**config.mk**
```make
export PLATFORM = sky130hd
export DESIGN_NAME = stopwatch_counter
export DESIGN_NICKNAME = d
export VERILOG_FILES = /design/src/rtl/stopwatch_counter.sv
export SDC_FILE = /design/constraint.sdc
export NUM_CORES = 1
export LEC_CHECK = 0
export CELL_PAD_IN_SITES_DETAIL_PLACEMENT = 1
export CELL_PAD_IN_SITES_GLOBAL_PLACEMENT = 1
export CORE_ASPECT_RATIO = 1.1
export CORE_MARGIN = 2
export CORE_UTILIZATION = 43
export CTS_CLUSTER_SIZE = 10
export DETAILED_ROUTE_END_ITERATION = 12
export PLACE_DENSITY = 0.89
export SLEW_MARGIN = 20
export SYNTH_ARGS = -nofsm -noshare
export SYNTH_HDL_FRONTEND = slang
export SYNTH_SLANG_ARGS = --single-unit
```
**constraint.sdc**
```tcl
create_clock -name clk_100MHz -period 3.69 [get_ports clk_100MHz]
set_clock_uncertainty 0.2 [all_clocks]
set_input_delay 0.369 -clock clk_100MHz [delete_from_list [all_inputs] [get_ports clk_100MHz]]
set_output_delay 0.369 -clock clk_100MHz [all_outputs]
set_load 0.05 [all_outputs]
```
**src/rtl/stopwatch_counter.sv**
```systemverilog
// stopwatch_counter: BCD stopwatch HH:MM:SS.cc with IDLE/RUN/PAUSE control.
// Define LAP_HOLD_EN to compile in the lap display-hold function.
module stopwatch_counter #(
  parameter int TICK_DIV = 1_000_000
) (
  input  logic       clk_100MHz,
  input  logic       reset_n,
  input  logic       start_stop,
  input  logic       clear,
  input  logic       lap,
  output logic [3:0] hr_10s,
  output logic [3:0] hr_1s,
  output logic [3:0] min_10s,
  output logic [3:0] min_1s,
  output logic [3:0] sec_10s,
  output logic [3:0] sec_1s,
  output logic [3:0] sec100_10s,
  output logic [3:0] sec100_1s,
  output logic       running,
  output logic       overflow
);
  localparam int NUM_DIG = 8;
  localparam int PW      = $clog2(TICK_DIV);
  localparam logic [PW-1:0] PRESC_MAX = PW'(TICK_DIV - 1);
  // Per-digit terminal value, digit 0 = 1/100 s units ... digit 7 = tens of hours
  localparam logic [NUM_DIG*4-1:0] DIG_MAX =
    {4'd9, 4'd9, 4'd5, 4'd9, 4'd5, 4'd9, 4'd9, 4'd9};

  typedef enum logic [1:0] {S_IDLE, S_RUN, S_PAUSE} state_t;

  state_t                   r_state;
  state_t                   w_state_nxt;
  logic [PW-1:0]            r_presc;
  logic [NUM_DIG-1:0][3:0]  r_live;
  logic [NUM_DIG-1:0][3:0]  r_disp;
  logic [NUM_DIG-1:0][3:0]  w_live_inc;
  logic [NUM_DIG-1:0][3:0]  w_disp_nxt;
  logic [NUM_DIG:0]         w_carry;
  logic                     w_tick;
  logic                     r_running;
  logic                     r_overflow;

  assign w_tick     = (r_state == S_RUN) && (r_presc == PRESC_MAX);
  assign w_carry[0] = w_tick;

  // Whole cascade resolves combinationally so every carry lands in the tick cycle
  for (genvar g = 0; g < NUM_DIG; g++) begin : g_dig
    sw_bcd_digit #(.MAX(DIG_MAX[g*4 +: 4])) u_dig (
      .i_d    (r_live[g]),
      .i_cin  (w_carry[g]),
      .o_d    (w_live_inc[g]),
      .o_cout (w_carry[g+1])
    );
  end

  always_comb begin
    w_state_nxt = r_state;
    if (start_stop) begin
      case (r_state)
        S_IDLE, S_PAUSE: w_state_nxt = S_RUN;
        S_RUN:           w_state_nxt = S_PAUSE;
        default:         w_state_nxt = S_IDLE;
      endcase
    end
  end

`ifdef LAP_HOLD_EN
  logic                    r_hold_on;
  logic                    w_hold_on_nxt;
  logic [NUM_DIG-1:0][3:0] r_hold;
  logic [NUM_DIG-1:0][3:0] w_hold_nxt;

  // Capture takes the pre-increment count even when a tick coincides
  assign w_hold_on_nxt = lap ? !r_hold_on : r_hold_on;
  assign w_hold_nxt    = (lap && !r_hold_on) ? r_live : r_hold;
  assign w_disp_nxt    = w_hold_on_nxt ? w_hold_nxt : w_live_inc;

  always_ff @(posedge clk_100MHz or negedge reset_n) begin
    if (!reset_n) begin
      r_hold_on <= 1'b0;
      r_hold    <= '0;
    end else if (clear) begin
      r_hold_on <= 1'b0;
      r_hold    <= '0;
    end else begin
      r_hold_on <= w_hold_on_nxt;
      r_hold    <= w_hold_nxt;
    end
  end
`else
  logic w_lap_unused;
  assign w_lap_unused = lap;
  assign w_disp_nxt   = w_live_inc;
`endif

  always_ff @(posedge clk_100MHz or negedge reset_n) begin
    if (!reset_n) begin
      r_state    <= S_IDLE;
      r_presc    <= '0;
      r_live     <= '0;
      r_disp     <= '0;
      r_running  <= 1'b0;
      r_overflow <= 1'b0;
    end else if (clear) begin
      r_state    <= S_IDLE;
      r_presc    <= '0;
      r_live     <= '0;
      r_disp     <= '0;
      r_running  <= 1'b0;
      r_overflow <= 1'b0;
    end else begin
      r_state   <= w_state_nxt;
      r_running <= (w_state_nxt == S_RUN);
      if (r_state == S_RUN)
        r_presc <= w_tick ? '0 : r_presc + PW'(1);
      r_live <= w_live_inc;
      r_disp <= w_disp_nxt;
      if (w_carry[NUM_DIG])
        r_overflow <= 1'b1;
    end
  end

  assign sec100_1s  = r_disp[0];
  assign sec100_10s = r_disp[1];
  assign sec_1s     = r_disp[2];
  assign sec_10s    = r_disp[3];
  assign min_1s     = r_disp[4];
  assign min_10s    = r_disp[5];
  assign hr_1s      = r_disp[6];
  assign hr_10s     = r_disp[7];
  assign running    = r_running;
  assign overflow   = r_overflow;
endmodule

// One BCD digit of the cascade; wraps to 0 past MAX and raises carry-out.
module sw_bcd_digit #(
  parameter logic [3:0] MAX = 4'd9
) (
  input  logic [3:0] i_d,
  input  logic       i_cin,
  output logic [3:0] o_d,
  output logic       o_cout
);
  assign o_cout = i_cin && (i_d >= MAX);
  assign o_d    = i_cin ? (o_cout ? 4'd0 : i_d + 4'd1) : i_d;
endmodule

```
==> run_results.csv, run 1 <==
group,metric,value,unit
grt,grt_usage,21.9,%
clock_tree,numCtsBuffers,5,
timing,period_share,85.0,%
synthesis,postSynthCellCount,363,
floorplanning,start_util,44.6,%
detailed_routing,drtIter0Drc,136,
setup_path,crit_path_top_delay_cell,"or4_1",
final_layout,fin_cells,501,
floorplanning,coreArea,7470,um2
final_layout,n_fill_cell,861,
final_layout,diodes,0,
timing,setup_tns,0,ps
place,postPlaceCellArea,3800,um2
place,dp_cells,493,
detailed_routing,ant_nets,0,
detailed_routing,drc,0,
detailed_routing,firstDrtPassIters,4,
synthesis,syn_avg_cell_area,9.17,um2
floorplanning,fp.dieW,87.9,um
min_path,min-delay-path-class,"register to register",
clock_tree,cts_tree,"built",
synthesis,synth-seq-cells,56,
clock_tree,cts_root_buf,"clkbuf_8",
final_layout,num-nets-final,426,
setup_path,worst-path-buf-inv,1,
timing,drv_slew,0,
floorplanning,die_y,96.3,um
timing,hold_violations,0,
setup_path,start_kind,"register",
job,maxCapViolations,0,
final_layout,drive_above_1_share,5.05,%
power,p_per_area,268,nW/um2
power,p_leak,1.58,nW
floorplanning,die-area,8460,um2
timing,tightest_slew,716,ps
setup_path,crit_fanout,15,
setup_path,cp-end-kind,"register",
grt,grt_pass1_vias,3172,
synthesis,synth_common_cells,"56 x dfrtp_1, 38 x nor2_1, 30 x nand2_1",
floorplanning,rows,33,
grt,grt-ovfl-total,0,
synthesis,yosysMostFrequentCell,"dfrtp_1",
detailed_routing,wl_per_cell,17.1,um
detailed_routing,wl,8570,um
grt,grt_max_degree,32,
setup_path,critPathRequiredTime,3690,ps
synthesis,post-synth-top-area-cell,"dfrtp_1",
synthesis,syn_nets,393,
clock_tree,clock-sinks,56,
timing,layout_min_cycle_time,3140,ps
synthesis,synth_top_area_share,42.1,%
setup_path,critPathTopFamily,"simple AND/OR/NAND/NOR gates",
timing,fmax,319,MHz
clock_tree,cts_resized,0,
synthesis,synth-main-ff-cell,"dfrtp_1",
place,place.gp.congestion,0.792,
place,io_buffer_count,37,
clock_tree,clk_latency,310,ps
power,ir_drop,0.150,mV
outcome,status,"finished clean",
grt,grt_first_pass_wirelength,14700,um
timing,rsz0062_at_grt,"no",
clock_tree,clk_pin_slew,100,ps
grt,grt_antenna_before_repair,0,
floorplanning,pin_count,39,
detailed_routing,vias_per_cell,5.73,
timing,relSlewSlack,51.0,%
clock_tree,ctsHtreeMaxLevel,2,
final_layout,fin_area,3900,um2
detailed_routing,via_count,2869,
setup_path,path_cells,"inv_1, ha_1, nor3b_1, nand2b_1, or4_1, or3_1, mux2_4",
synthesis,synth.area.top_cells,"dfrtp_1 42%, ha_1 9.4%, nor2_1 4.3%",
synthesis,synth_edf_count,0,
synthesis,synth.yosys.warnings,0,
synthesis,seq_area_frac_synth,42.1,%
clock_tree,cts_buffer_depth,2,
synthesis,syn_area,3330,um2
synthesis,synthArstFlopShare,100,%
setup_path,crit_arrival,3140,ps
synthesis,synthDistinctLibCells,52,
final_layout,syn2layout_area_growth,17.2,%
setup_path,critPathMaxStageDelay,790,ps
setup_path,criticalPathCategory,"register to register",
place,dp_hpwl,6170,um
timing,finalSetupViolCount,0,
-- state kept, by name, summed over array words and instances (netlist names) --
register and cells:
hr_10s 4, hr_1s 4, min_10s 4, min_1s 4, overflow 1, r_presc 20
r_state 2, running 1, sec100_10s 4, sec100_1s 4, sec_10s 4, sec_1s 4
-- what timing repair did --
item | 4_1_cts | 5_1_grt
endpoints found under the hold margin | 25 | 0
endpoints found under the setup margin | 0 | 0
hold buffers | 1 | 0
buffers inserted | 0 | 0
-- final cells by class --
| cell class | instances | area, um2 | area share (%) |
|---|---|---|---|
| Sequential cell | 56 | 1400 | 35.9 |
| Clock buffer | 7 | 96.3 | 2.47 |
| Multi-Input combinational cell | 265 | 1770 | 45.3 |
| Timing Repair Buffer | 43 | 413 | 10.6 |
| Inverter | 25 | 93.8 | 2.40 |
| Tap cell | 105 | 131 | 3.37 |
-- worst paths after layout --
check	slack, ps	from	endpoint	depth (start not counted)
worst min register to register	290	overflow	overflow	2
max in group asynchronous	2050	reset_n	sec_10s[2]	3
worst min-delay path	290	overflow	overflow	2
worst max register to register	550	sec_1s[0]	hr_10s[0]	7
worst max-delay path	550	sec_1s[0]	hr_10s[0]	7
min in group asynchronous	400	reset_n	hr_1s[2]	2
-- routing by layer --
| metal | GRT usage (%) | part of all wire (%) | up-vias |
|---|---|---|---|
| li1 | - | - | 1347 |
| met1 | 26.4 | 43 | 1457 |
| met2 | 40.7 | 54 | 57 |
| met3 | 2.83 | 2.7 | 8 |
| met4 | 6.03 | 1.1 | 0 |
| met5 | 0 | 0 | - |
-- cell families after synthesis --
| family | Yosys count | share of synthesized area, % |
|---|---|---|
| buf+inv | 42 | 4.85 |
| simple gates | 154 | 24.4 |
| compound gates | 63 | 12.9 |
| flops | 56 | 42.1 |
| xor+xnor | 19 | 5.00 |
| mux | 4 | 1.35 |
| fa+ha+maj | 25 | 9.39 |
-- tightest hold or removal path: cells and delay by family (launching register included) --
| kind | cells | cell delay [ps] |
|---|---|---|
| DFF | 1 | 360 |
| AOI/OAI and AO/OA | 1 | 50 |
| and+or+nand+nor | 1 | 50 |
-- stage by stage --
stage / utilization, % / worst slack (ps) / power (mW) / hold slack, ps
after floorplan: - / 587 / 0.663 / -127
after global placement: 50.8 / 635 / 0.688 / 211
after detailed placement: 50.8 / 563 / 0.690 / 225
after CTS: 52.2 / 530 / 1.05 / 304
after global routing: 52.2 / 375 / 1.08 / 330
final: 52.2 / 553 / 1.04 / 295
-- report_power, final --
group	internal, mW	switching, mW	total [mW]
Clock	0.168	0.198	0.366
Combinational	0.0138	0.0426	0.0564
Sequential	0.618	0.00373	0.621
Total	0.799	0.245	1.04
-- layout by cell type (no fill, tap or decap), drive strengths merged, types with 4 or more instances in the layout --
| cell type | synthesis | routed |
|---|---|---|
| ha | 25 | 25 |
| clkdlybuf4s50 | 0 | 36 |
| nand2b | 4 | 4 |
| and4 | 4 | 4 |
| inv | 24 | 24 |
| nor4 | 6 | 6 |
| clkbuf | 13 | 7 |
| xor2 | 11 | 11 |
| nor3 | 6 | 6 |
| buf | 4 | 6 |
| o21ai | 10 | 10 |
| nor2 | 38 | 38 |
| dfrtp | 56 | 56 |
| nand2 | 30 | 30 |
| or3 | 6 | 6 |
| nand4 | 14 | 14 |
| xnor2 | 8 | 8 |
| a21oi | 22 | 22 |
| nand3 | 22 | 22 |
| nand4b | 4 | 4 |
Note: power is estimated with default switching activity, not from simulation.
==> inputs of run 2 (changes only) <==
CTS_CLUSTER_SIZE = unset   (was 10)
==> results of run 2 <==
Final layout, timing and power as in run 1 (identical DEF).
==> inputs of run 3 (changes only) <==
HOLD_SLACK_MARGIN = 0.12   (was unset)
==> results of run 3 <==
Final layout, timing and power as in run 1 (identical DEF).
